### config.mk
export PLATFORM = sky130hd
export DESIGN_NAME = session_ctrl_fsm
export DESIGN_NICKNAME = d
export VERILOG_FILES = /design/src/rtl/session_ctrl_fsm.sv
export SDC_FILE = /design/constraint.sdc
export NUM_CORES = 1
export LEC_CHECK = 0
export ABC_CLOCK_PERIOD_IN_PS = 1900
export CORE_ASPECT_RATIO = 0.75
export CORE_MARGIN = 5
export CORE_UTILIZATION = 54
export CTS_BUF_LIST = sky130_fd_sc_hd__clkbuf_2
export CTS_CLUSTER_SIZE = 20
export DETAILED_ROUTE_END_ITERATION = 16
export PLACE_DENSITY = 0.83
export SLEW_MARGIN = 20
export SYNTH_ARGS = -nofsm -noshare
export SYNTH_HDL_FRONTEND = slang
export SYNTH_SLANG_ARGS = --single-unit
### constraint.sdc
create_clock -name clk -period 1.9 [get_ports clk]
set_input_delay 0.285 -clock clk [delete_from_list [all_inputs] [get_ports clk]]
set_output_delay 0.285 -clock clk [all_outputs]
set_load 0.1 [all_outputs]
### src/rtl/session_ctrl_fsm.sv
// ---------------------------------------------------------------------------
// session_ctrl_fsm
//   Multiplayer session controller between game logic, the per-opponent
//   receivers and the handshake senders. It tracks the ACKs and
//   eliminations of NUM_OPP opponents, applies the ready/lost/win
//   timeouts and reports the final placement.
//
// Ports
//   clk             clock
//   rst_l           asynchronous active-low reset
//   player_ready    player requests a game (sampled in IDLE only)
//   player_unready  player cancels (sampled in GAME_READY only)
//   top_out         local player lost (sampled in IN_GAME only)
//   ack_received    per-opponent ACK seen by the receiver
//   opp_game_end    per-opponent "opponent lost" from the receiver
//   send_ready      drive ACK on the handshake lines
//   send_game_lost  drive GAME END on the handshake lines
//   game_active     high in every state except IDLE
//   idle/gameready/ingame/gamelost/gamewon  one-hot state flags
//   opp_alive       opponents not yet eliminated in the current game
//   placement       final rank, 1 = winner, 0 = no result
//   ready_abort     one-cycle pulse when GAME_READY times out
//
// All outputs are registered. They are decoded from the next state, so
// each flag changes in the same cycle as the state register.
//
// state      | meaning
// S_IDLE     | no session, last placement still visible
// S_READY    | sending ACK, collecting ACKs from every opponent
// S_INGAME   | game running, tracking opponent eliminations
// S_LOST     | local loss, sending GAME END until alive opponents ACK
// S_WON      | all opponents out, sending ACK for the win hold time
// ---------------------------------------------------------------------------
module session_ctrl_fsm #(
  parameter int unsigned NUM_OPP              = 1,
  parameter int unsigned READY_TIMEOUT_CYCLES = 50_000_000,
  parameter int unsigned LOST_TIMEOUT_CYCLES  = 25_000_000,
  parameter int unsigned WIN_TIMEOUT_CYCLES   = 25_000_000,
  localparam int unsigned PL_W = $clog2(NUM_OPP + 2)
) (
  input  logic               clk,
  input  logic               rst_l,
  input  logic               player_ready,
  input  logic               player_unready,
  input  logic               top_out,
  input  logic [NUM_OPP-1:0] ack_received,
  input  logic [NUM_OPP-1:0] opp_game_end,
  output logic               send_ready,
  output logic               send_game_lost,
  output logic               game_active,
  output logic               idle,
  output logic               gameready,
  output logic               ingame,
  output logic               gamelost,
  output logic               gamewon,
  output logic [NUM_OPP-1:0] opp_alive,
  output logic [PL_W-1:0]    placement,
  output logic               ready_abort
);

  localparam int unsigned MAX_RL = (READY_TIMEOUT_CYCLES > LOST_TIMEOUT_CYCLES) ?
                                   READY_TIMEOUT_CYCLES : LOST_TIMEOUT_CYCLES;
  localparam int unsigned MAX_TO = (MAX_RL > WIN_TIMEOUT_CYCLES) ? MAX_RL : WIN_TIMEOUT_CYCLES;
  localparam int unsigned CNT_W  = $clog2(MAX_TO + 1);

  // Terminal counts; a zero timeout is mapped to 0 and gated by its enable.
  localparam logic [CNT_W-1:0] READY_LAST = (READY_TIMEOUT_CYCLES == 0) ? '0 :
                                            CNT_W'(READY_TIMEOUT_CYCLES - 1);
  localparam logic [CNT_W-1:0] LOST_LAST  = (LOST_TIMEOUT_CYCLES == 0) ? '0 :
                                            CNT_W'(LOST_TIMEOUT_CYCLES - 1);
  localparam logic [CNT_W-1:0] WIN_LAST   = (WIN_TIMEOUT_CYCLES == 0) ? '0 :
                                            CNT_W'(WIN_TIMEOUT_CYCLES - 1);

  typedef enum logic [2:0] {
    S_IDLE   = 3'd0,
    S_READY  = 3'd1,
    S_INGAME = 3'd2,
    S_LOST   = 3'd3,
    S_WON    = 3'd4
  } state_t;

  state_t             state_q, state_d;
  logic [CNT_W-1:0]   cnt_q, cnt_d;
  logic [NUM_OPP-1:0] ack_mask_q, ack_mask_d;
  logic [NUM_OPP-1:0] opp_alive_q, opp_alive_d;
  logic [PL_W-1:0]    placement_q, placement_d;
  logic               ready_abort_q, ready_abort_d;
  logic               send_ready_q, send_game_lost_q, game_active_q;
  logic               idle_q, gameready_q, ingame_q, gamelost_q, gamewon_q;

  logic [NUM_OPP-1:0] acks_seen;
  logic [NUM_OPP-1:0] alive_next;

  function automatic logic [PL_W-1:0] popcount(input logic [NUM_OPP-1:0] v);
    logic [PL_W-1:0] n;
    n = '0;
    for (int i = 0; i < NUM_OPP; i++) n = n + PL_W'(v[i]);
    return n;
  endfunction

  always_comb begin
    state_d       = state_q;
    opp_alive_d   = opp_alive_q;
    placement_d   = placement_q;
    ready_abort_d = 1'b0;
    acks_seen     = ack_mask_q | ack_received;
    alive_next    = opp_alive_q & ~opp_game_end;

    case (state_q)
      S_IDLE: begin
        if (player_ready) begin
          state_d     = S_READY;
          placement_d = '0;
        end
      end
      S_READY: begin
        if (player_unready) begin
          state_d = S_IDLE;
        end else if (&acks_seen) begin
          state_d     = S_INGAME;
          opp_alive_d = '1;
        end else if ((READY_TIMEOUT_CYCLES != 0) && (cnt_q == READY_LAST)) begin
          state_d       = S_IDLE;
          ready_abort_d = 1'b1;
        end
      end
      S_INGAME: begin
        opp_alive_d = alive_next;
        // Last elimination beats a simultaneous local loss.
        if (alive_next == '0) begin
          state_d     = S_WON;
          placement_d = PL_W'(1);
        end else if (top_out) begin
          state_d     = S_LOST;
          placement_d = popcount(alive_next) + PL_W'(1);
        end
      end
      S_LOST: begin
        // Only opponents still alive at the loss have to acknowledge.
        if (((acks_seen & opp_alive_q) == opp_alive_q) ||
            ((LOST_TIMEOUT_CYCLES != 0) && (cnt_q == LOST_LAST))) begin
          state_d = S_IDLE;
        end
      end
      S_WON: begin
        if (cnt_q == WIN_LAST) state_d = S_IDLE;
      end
      default: state_d = S_IDLE;
    endcase

    if (state_d != state_q) begin
      cnt_d      = '0;
      ack_mask_d = '0;
    end else begin
      cnt_d      = (&cnt_q) ? cnt_q : cnt_q + CNT_W'(1);
      ack_mask_d = acks_seen;
    end
  end

  always_ff @(posedge clk or negedge rst_l) begin
    if (!rst_l) begin
      state_q          <= S_IDLE;
      cnt_q            <= '0;
      ack_mask_q       <= '0;
      opp_alive_q      <= '0;
      placement_q      <= '0;
      ready_abort_q    <= 1'b0;
      send_ready_q     <= 1'b0;
      send_game_lost_q <= 1'b0;
      game_active_q    <= 1'b0;
      idle_q           <= 1'b1;
      gameready_q      <= 1'b0;
      ingame_q         <= 1'b0;
      gamelost_q       <= 1'b0;
      gamewon_q        <= 1'b0;
    end else begin
      state_q          <= state_d;
      cnt_q            <= cnt_d;
      ack_mask_q       <= ack_mask_d;
      opp_alive_q      <= opp_alive_d;
      placement_q      <= placement_d;
      ready_abort_q    <= ready_abort_d;
      send_ready_q     <= (state_d == S_READY) || (state_d == S_WON);
      send_game_lost_q <= (state_d == S_LOST);
      game_active_q    <= (state_d != S_IDLE);
      idle_q           <= (state_d == S_IDLE);
      gameready_q      <= (state_d == S_READY);
      ingame_q         <= (state_d == S_INGAME);
      gamelost_q       <= (state_d == S_LOST);
      gamewon_q        <= (state_d == S_WON);
    end
  end

  assign send_ready     = send_ready_q;
  assign send_game_lost = send_game_lost_q;
  assign game_active    = game_active_q;
  assign idle           = idle_q;
  assign gameready      = gameready_q;
  assign ingame         = ingame_q;
  assign gamelost       = gamelost_q;
  assign gamewon        = gamewon_q;
  assign opp_alive      = opp_alive_q;
  assign placement      = placement_q;
  assign ready_abort    = ready_abort_q;

endmodule

### Word level (Yosys, flattened, before mapping)

Index checks and enable logic that the tools add are counted.

* register bits: 41
* bits of input ports: 7
* output and inout port bits: 12
* logic and storage cells: 69

* $add $sub $neg: 2
* equal/unequal tests: 17
* multiplexer cells: 23
* bitwise logic cells: 4
* reductions and logical operators: 10

Operators with widths (number)
* two-way mux 26 bit: 2
* adder 26 x 1 -> 26 bit, second input constant: 1
* equality test 26 x 25 -> 1 bit, second input constant: 1
* equality test 26 bit, second input constant: 1
* AND reduction 26 bit: 1
* two-way mux 3 bit: 8
* case mux 3 bit (5 select lines): 1
* equality test 3 x 2 -> 1 bit, second input constant: 4
* != test 2 bit, second input constant: 4
* two-way mux 1 bit: 7
* equality test 3 x 1 -> 1 bit, second input constant: 2
* equality test 3 bit, second input constant: 2
* zero test 3 bit: 2
* two-way mux 2 bit: 3
* AND reduction 3 bit: 2
* case mux 2 bit (2 select lines): 1
* nonzero test 2 bit: 2
* != test 3 bit: 1
* != test 3 bit, second input constant: 1
* nonzero test 3 bit: 1
* adder 1 x 1 -> 2 bit, second input constant: 1
* bitwise AND 1 bit: 2
* logical OR 1 bit: 2
* case mux 1 bit (2 select lines): 1
* other kinds (3): 3

### Logic depth before layout (Yosys ltp)

Gate-level depths: netlist of the first run.

* word-level depth: 8
* mapped depth: 8

### Worst setup path after synthesis of the first run

Ideal clock, no wire load.

* path type: reg-to-reg
* start point: register opp_alive_q, in the netlist opp_alive
* end point: register cnt_q[9]
* arrival: 2.028 ns
* required time: 1.828 ns
* slack: -0.200 ns
* cell stages (with the launch flop): 6
* path through: dfrtp_1 nand4_1 o211ai_1 o2111ai_4 buf_6 nor2_1

* longest elaborated chain between the ends: 7
* elaborated cells between the ends (all ways): 10
* those cells by class: 3 x eq/ne; 4 x mux; 2 x bitwise; 1 x reduce/logical

Ends and longest elaborated chain
* start, declared: RTL line 85 `logic [NUM_OPP-1:0] opp_alive_q, opp_alive_d;`
* start signal, assigned: RTL line 180 `opp_alive_q <= opp_alive_d;`
* bitwise AND 1 bit: RTL line 140 `if (((acks_seen & opp_alive_q) == opp_alive_q) ||`
* equality test 1 bit: RTL line 140
* logical OR 1 bit: RTL line 140
* two-way mux 3 bit: RTL line 140
* case mux 3 bit (5 select lines) *: RTL line 109 `case (state_q)`
* != test 3 bit *: RTL line 151 `if (state_d != state_q) begin`
* != test 2 bit (no line) / two-way mux 26 bit (equally long branches)
* end signal, assigned: RTL line 178 `cnt_q <= cnt_d;`
* end, declared: RTL line 83 `logic [CNT_W-1:0] cnt_q, cnt_d;`

Mark *: on every way between the ends. The rest lies on a longest branch, timed or not.
A chain may end at the register's enable or synchronous reset.

### Worst setup path after layout of the first run

* start point: register cnt_q[16]
* end point: register cnt_q[12]

* longest elaborated chain between the ends: 7
* elaborated cells between the ends (all ways): 13
* those cells by class: 4 x eq/ne; 7 x mux; 2 x reduce/logical

Ends and longest elaborated chain
* equality test 26 bit: RTL line 122 `end else if ((READY_TIMEOUT_CYCLES != 0) && (cnt_q == READY_LAST)) begin`
* two-way mux 3 bit: RTL line 122
* two-way mux 3 bit: RTL line 119 `end else if (&acks_seen) begin`
* two-way mux 3 bit: RTL line 117 `if (player_unready) begin`
* case mux 3 bit (5 select lines): RTL line 109
* != test 3 bit: RTL line 151
* != test 2 bit (no line) / two-way mux 26 bit (equally long branches)

Several ways; a longest one is shown, not always the timed one.

==> metrics.md, run 1 <==
| Metric | Value |
|---|---|
| Startpoint Class | flip-flop |
| Post-synth EDFFs | 0 |
| First-pass GRT wire length | 8.93 mm |
| Initial antenna violation count | 0 |
| Clock latency on the worst-skew pair | 400 ps |
| Synth Area in Compound Gates | 7.41% |
| Mean Syn Cell Area | 9.43 sq um |
| Hold Fails Final Rpt | 0 |
| DR iter-0 viols | 171 |
| # nets final | 321 |
| Post-route DRC | 0 |
| Die area | 5420 sq um |
| Drt via density | 5.64 |
| WL/cell | 16.8 microns |
| Min-Delay Path Class | input pin to asynchronous set/reset pin |
| Mapped Area | 2180 sq um |
| FF-to-FF Start | cnt_q[16] |
| Unique masters post-synth | 47 |
| Post-layout min period | 2150 ps |
| CTS max path bufs | 2 |
| Total I/O pin count | 19 |
| Tcrit/Tclk final | 113% |
| Synth warnings | 0 |
| Clock transition at path regs | 230 ps |
| Number of core rows | 20 |
| Grt ovf | 0 |
| Worst reg2reg path depth | 7 |
| Clock Skews | 18.3 ps |
| Reported leakage power | 1.40 nW |
| Final Worst Setup Slack | -245 ps |
| Total track usage | 20.8% |
| I/O Buffers | 18 |
| Post-DP HPWL | 3.80 mm |
| Power Dens Cells | 1200 nW/um^2 |
| Final Wtd Congestion | 0.901 |
| Fillcell total | 248 |
| Post-Synth Simple-Gate Area | 30.2% |
| Via count | 2,083 |
| Run status | finished, violations left |
| Die Ht | 65.0 microns |
| Final wirelength | 6.21 mm |
| CTS root buf | clkbuf_2 |
| Crit path DAT | 2470 ps |
| Diode count | 0 |
| TritonCTS clock tree | done |
| CP startpoint | cnt_q[16] |
| Peak Freq | 466 MHz |
| Register area share after synthesis | 47.2% |
| Initial core utilization | 54.7% |
| Endpoint class of the critical path | flip-flop |
| Syn Nets | 239 |
| Max-cap violation count | 0 |
| Chip width | 83.3 microns |
| Worst-path fanout max | 7 |
| Top cell type's share of synthesized area | 46.0% |
| Setup WS pre-CTS | -224 ps |
| Slew headroom | 66.8% |
| Largest net degree at the start of global routing | 42 |
| Top FF cell, synth | dfrtp_1 |
| Setup repair after global routing missed its margin | yes |
| Post-Synth XOR/XNOR Area | 9.25% |
| Required @ worst endpoint | 2220 ps |
| DR pass1 iterations | 4 |
| Core box area | 3980 sq um |
| Area Growth Syn to Fin | 42.8% |
| Final core occ | 78.2% |
| Via count of the first global-routing pass | 1,910 |
| Num Clock Sinks | 41 |
| Post-route ant nets | 0 |
| Max Slew Vio Count | 0 |
| Crit Path Class | flip-flop to flip-flop |
| Placed Area | 2730 sq um |
| TritonCTS buffer count | 5 |
| Post-synth ARST share | 100% |
| Post-synthesis mux area share | 0.976% |
| Largest area contributor in the netlist | dfrtp_1 |
| Worst ir drop on vdd | 0.000699 V |
| Adder-cell share of the synthesized area | 0.574% |
| Mapped Cells | 231 |
| Finish-stage setup viols | 36 |
| CTS H-tree depth | 2 |
| Failing checks | setup timing |
| Largest cells by area after synthesis | dfrtp_1 (46%), nor2_1 (7.9%), xnor2_1 (6.8%), nand2_1 (3.6%), nand4_1 (3.4%) |
| Synth Register Bits | 41 |
| Worst reg2reg setup slack | -250 ps |
| Layout cells sized above 1 | 39.8% |
| Final Instance Area | 3110 sq um |
| Largest family of logic cells by synthesized area | simple AND/OR/NAND/NOR gates |
| Worst slew pin tran | 499 ps |
==> per-stage QoR <==
step	power, mW	std cells	TNS [ps]	hold slack (ps)
2_1_floorplan	2.17	231	0	-10.6
3_3_place_gp	2.56	348	-3790	370
3_5_place_dp	2.60	348	-5470	370
4_1_cts	3.33	359	-2750	428
5_1_grt	3.90	369	-10240	459
6_report	3.74	369	-7430	436
==> state kept, by name (all words and copies together) (netlist names) <==
signal       flops
idle             1
ingame           1
opp_alive        1
game_active      1
placement        2
gameready        1
state_q          3
cnt_q           26
ready_abort      1
gamewon          1
ack_mask_q       1
send_ready       1
gamelost         1
==> critical path: stages (launching register included) <==
cell and delay (ps):
dfrtp_1 440, nor4bb_4 330, nand4_1 200, nor3_4 360
o21ai_2 120, o2111ai_4 340, clkbuf_16 230, nor2_1 50
==> final cells by class <==
type | count | area, sq um | area share [%]
multi-input cells | 174 | 1180 | 37.9
flip-flops and latches | 41 | 1030 | 33.1
repair buffers | 83 | 704 | 22.6
clock inverters | 3 | 68.8 | 2.21
well taps | 55 | 68.8 | 2.21
inverters | 8 | 35.0 | 1.13
clock buffers | 5 | 25.0 | 0.805
==> cells in the mapped netlist (2+ instances only) <==
| cell | n |
|---|---|
| and4_1 | 2 |
| nand2_1 | 21 |
| xor2_1 | 6 |
| nand2b_1 | 2 |
| o21ai_0 | 4 |
| xnor2_1 | 17 |
| and3_1 | 6 |
| buf_6 | 3 |
| nor2b_1 | 2 |
| dfrtp_1 | 40 |
| buf_4 | 3 |
| and3_2 | 2 |
| nand3_1 | 7 |
| nor3b_1 | 2 |
| nor4_1 | 2 |
| nor3_1 | 9 |
| o21bai_1 | 2 |
| a31oi_1 | 2 |
| buf_2 | 2 |
| a21oi_1 | 5 |
| nor4b_1 | 2 |
| nor2_1 | 46 |
| inv_1 | 8 |
| nand4_1 | 12 |
| o31ai_1 | 2 |
==> power breakdown <==
| group | internal, mW | total (mW) | switching [mW] |
|---|---|---|---|
| clock network | 0.359 | 0.660 | 0.300 |
| logic | 0.740 | 2.00 | 1.26 |
| registers | 1.01 | 1.08 | 0.0709 |
| total | 2.10 | 3.74 | 1.63 |
==> final timing paths <==
kind	end
worst max-delay path	cnt_q[12]
worst min-delay path	cnt_q[25]
worst max register to register	cnt_q[12]
worst min register to register	placement[0]
max in group asynchronous	cnt_q[11]
min in group clk	opp_alive
==> what timing repair did <==
action                                  4_1_cts  5_1_grt
hold endpoints to repair                     40        0
hold buffers                                  1        0
cloned                                        0        2
buffers inserted                              3        9
endpoints found under the setup margin       36       36
resized for setup                            10       34
pin swaps                                     4       15
==> layout by cell type (no fill, tap or decap), types with 3 or more instances in the layout <==
| cell type | Yosys | final |
|---|---|---|
| and3_1 | 6 | 6 |
| xnor2_1 | 17 | 17 |
| buf_6 | 3 | 5 |
| dfrtp_1 | 40 | 38 |
| nand4_1 | 12 | 12 |
| clkdlybuf4s50_1 | 0 | 5 |
| inv_1 | 8 | 4 |
| o21ai_0 | 4 | 3 |
| nand2_1 | 21 | 21 |
| nand3_1 | 7 | 6 |
| nor3_1 | 9 | 9 |
| xor2_1 | 6 | 6 |
| buf_4 | 3 | 67 |
| clkbuf_2 | 0 | 5 |
| a21oi_1 | 5 | 3 |
| nor2_2 | 0 | 8 |
| nor2_1 | 46 | 36 |
==> kinds of logic after synthesis <==
| kind of cell | after synthesis |
|---|---|
| buffers and inverters | 16 |
| DFF | 41 |
| and+or+nand+nor | 126 |
| xor gates and xnor gates | 23 |
| muxes | 2 |
| AOI/OAI and AO/OA | 22 |
| adders and majority gates | 1 |
==> per-layer routing <==
| layer | global-route usage [%] | up-vias | part of all wire, % | wire, microns |
|---|---|---|---|---|
| li1 | - | 958 | - | - |
| met5 | 0 | - | 0 | 0 |
| met3 | 7.37 | 25 | 6.1 | 377 |
| met1 | 27.1 | 1025 | 44 | 2710 |
| met2 | 32.7 | 75 | 48 | 2960 |
| met4 | 6.53 | 0 | 2.7 | 166 |
Note: power is estimated with default switching activity, not from simulation.
==> run 2: changes to the inputs <==
Settings changed: CELL_PAD_IN_SITES_DETAIL_PLACEMENT from default to 1, CELL_PAD_IN_SITES_GLOBAL_PLACEMENT from default to 2, CORE_UTILIZATION 54 to 34, GPL_ROUTABILITY_DRIVEN from default to 0.
==> run 2 against run 1 <==
  * The run still ends with setup timing left
  * Maximum frequency grew 2.6%
  * Sequential share of layout area decreased by 0.093 points
  * Hold slack got worse by 110 ps
  * Combinational power fell by 14%
  * Clock power down 17%
  * First-iteration DRC count decreased by 58%
  * Final area up 0.16%
  * Flip-flop and latch count unchanged
  * Power shrank 10%
  * Setup slack improved by 55 ps
  * Sequential power barely moved
  * Clock skew increased by 14 ps
  * Critical path type unchanged
==> metrics.md, run 2 (synthesis results as in run 1) <==
| Metric | Value |
|---|---|
| Total track usage | 17.7% |
| Tcrit/Tclk final | 110% |
| Final Worst Setup Slack | -190 ps |
| Largest net degree at the start of global routing | 22 |
| Fillcell total | 738 |
| Failing checks | setup timing |
| Clock Skews | 32.0 ps |
| Setup repair after global routing missed its margin | yes |
| CTS max path bufs | 2 |
| Chip width | 102 microns |
| Post-layout min period | 2090 ps |
| Clk pwr share | 16.3% |
| Post-route ant nets | 0 |
| I/O Buffers | 18 |
| Hold Fails Final Rpt | 0 |
| Sw Pwr | 1.55 mW |
| Max reg flops | 26 |
| Max-cap violation count | 0 |
| Worst-path fanout max | 3 |
| Run status | finished, violations left |
| Post-DP HPWL | 4.60 mm |
| # nets final | 327 |
| Slew headroom | 63.3% |
| Final wirelength | 6.60 mm |
| Min-Delay Path Class | input pin to asynchronous set/reset pin |
| Initial antenna violation count | 0 |
| Die area | 8120 sq um |
| Required @ worst endpoint | 2230 ps |
| Reported leakage power | 1.42 nW |
| Worst ir drop on vdd | 0.000556 V |
| DR iter-0 viols | 72 |
| Endpoint class of the critical path | flip-flop |
| TritonCTS buffer count | 5 |
| Peak Freq | 478 MHz |
| Most common cell after layout, fill and taps aside | buf_4 |
| Diode count | 0 |
| Largest stage delay, worst path | 470 ps |
| Grt ovf | 0 |
| Initial core utilization | 34.8% |
| CTS H-tree depth | 2 |
| Finish-stage setup viols | 36 |
| Final Instance Area | 3120 sq um |
| Setup TNS | -4590 ps |
| Via count of the first global-routing pass | 2,206 |
| Via count | 2,013 |
| Area Growth Syn to Fin | 43.0% |
| Placed Area | 2880 sq um |
| First-pass GRT wire length | 11.1 mm |
| Crit path DAT | 2420 ps |
| Layout cells sized above 1 | 36.9% |
| Worst slew pin tran | 550 ps |
| CTS root buf | clkbuf_2 |
| DR pass1 iterations | 4 |
| Comb pwr share | 51.4% |
| Drt via density | 5.02 |
| Post-route DRC | 0 |
| TritonCTS clock tree | done |
| Most used cell, CP | buf_4 |
| Number of core rows | 25 |
| Clock latency on the worst-skew pair | 430 ps |
| Core box area | 6260 sq um |
| CP max stage cell | dfrtp_1 |
| Design Power | 3.36 mW |
| Clock transition at path regs | 250 ps |
| Die Ht | 79.3 microns |
| Num Clock Sinks | 41 |
| Startpoint Class | flip-flop |
| Power Dens Cells | 1080 nW/um^2 |
| Cell Chain, Critical Path | buf_6 -> nor4b_4 -> nand4_1 -> buf_4 -> buf_4 -> buf_4 -> buf_4 -> buf_4 -> nor3_2 |
| WL/cell | 16.5 microns |
| Internal cell power | 1.81 mW |
| Most frequent cells in the layout | buf_4 (74), nor2_1 (46), dfrtp_1 (39), nand2_1 (21), xnor2_1 (17) |
| Total I/O pin count | 19 |
| Crit Path Class | flip-flop to flip-flop |
| Switching Share | 46.2% |
| Max Slew Vio Count | 0 |
| Sequential power share | 32.2% |
| Largest Register | cnt_q |
| Final core occ | 49.8% |
==> run 2: changes by cell type in the layout (fill, tap and decap cells not counted), sizes merged <==
| cell | previous run | this run |
|---|---|---|
| clkinvlp | 0 | 1 |
| clkbuf | 6 | 5 |
| inv | 9 | 8 |
| clkinv | 0 | 1 |
| bufinv | 2 | 1 |
| buf | 76 | 83 |
==> run 2: final timing paths <==
path,start,to,slack [ps],depth (start not counted)
min in group clk,opp_game_end,opp_alive,550,3
min,rst_l,cnt_q[12],330,2
max reg2reg,cnt_q[16],ready_abort,-190,9
max in group asynchronous,rst_l,cnt_q[2],1030,3
min reg2reg,placement[1],placement[1],570,2
max,cnt_q[16],ready_abort,-190,9
==> run 2: metrics by stage <==
step	worst slack (ps)	cells	hold slack, ps
after global routing	-275	401	366
after floorplan	31.3	231	-10.6
final	-190	401	327
after global placement	-188	386	283
after detailed placement	-272	386	290
after CTS	-95.0	401	334
==> run 2: layer usage <==
layer | vias to the layer above | track usage, % | share of wire, %
met5 | - | 0 | 0
li1 | 973 | - | -
met4 | 0 | 4.46 | 1.3
met2 | 24 | 29.0 | 48
met3 | 10 | 3.34 | 2.6
met1 | 1006 | 24.0 | 48
==> run 2: final cells by class <==
cell class | count | area (sq um) | area share (%)
Multi-Input combinational cell | 174 | 1150 | 36.8
Sequential cell | 41 | 1030 | 33.0
Timing Repair Buffer | 89 | 737 | 23.7
Tap cell | 81 | 101 | 3.25
Clock inverter | 3 | 46.3 | 1.49
Inverter | 8 | 30.0 | 0.964
Clock buffer | 5 | 25.0 | 0.803
==> run 2: power groups by stage <==
| stage | sequential [mW] | combinational (mW) | clock [mW] |
|---|---|---|---|
| final | 1.08 | 1.73 | 0.548 |
| after global routing | 1.10 | 1.83 | 0.598 |
| after CTS | 1.08 | 1.71 | 0.555 |
| after detailed placement | 1.09 | 1.62 | 0 |
| after global placement | 1.08 | 1.60 | 0 |
| after floorplan | 1.65 | 0.525 | 0 |
==> run 2: critical path, delay by kind of cell (launching register included) <==
| family | cells | cell delay, ps |
|---|---|---|
| DFF | 1 | 470 |
| buffers and inverters | 6 | 850 |
| and+or+nand+nor | 3 | 660 |
==> run 2: what timing repair did <==
| action | in CTS | in global routing |
|---|---|---|
| endpoints found under the hold margin | 19 | 0 |
| hold buffers | 1 | 0 |
| endpoints found under the setup margin | 36 | 38 |
| buffers inserted | 7 | 0 |
| pin swaps | 9 | 3 |
| gates resized for setup | 20 | 4 |
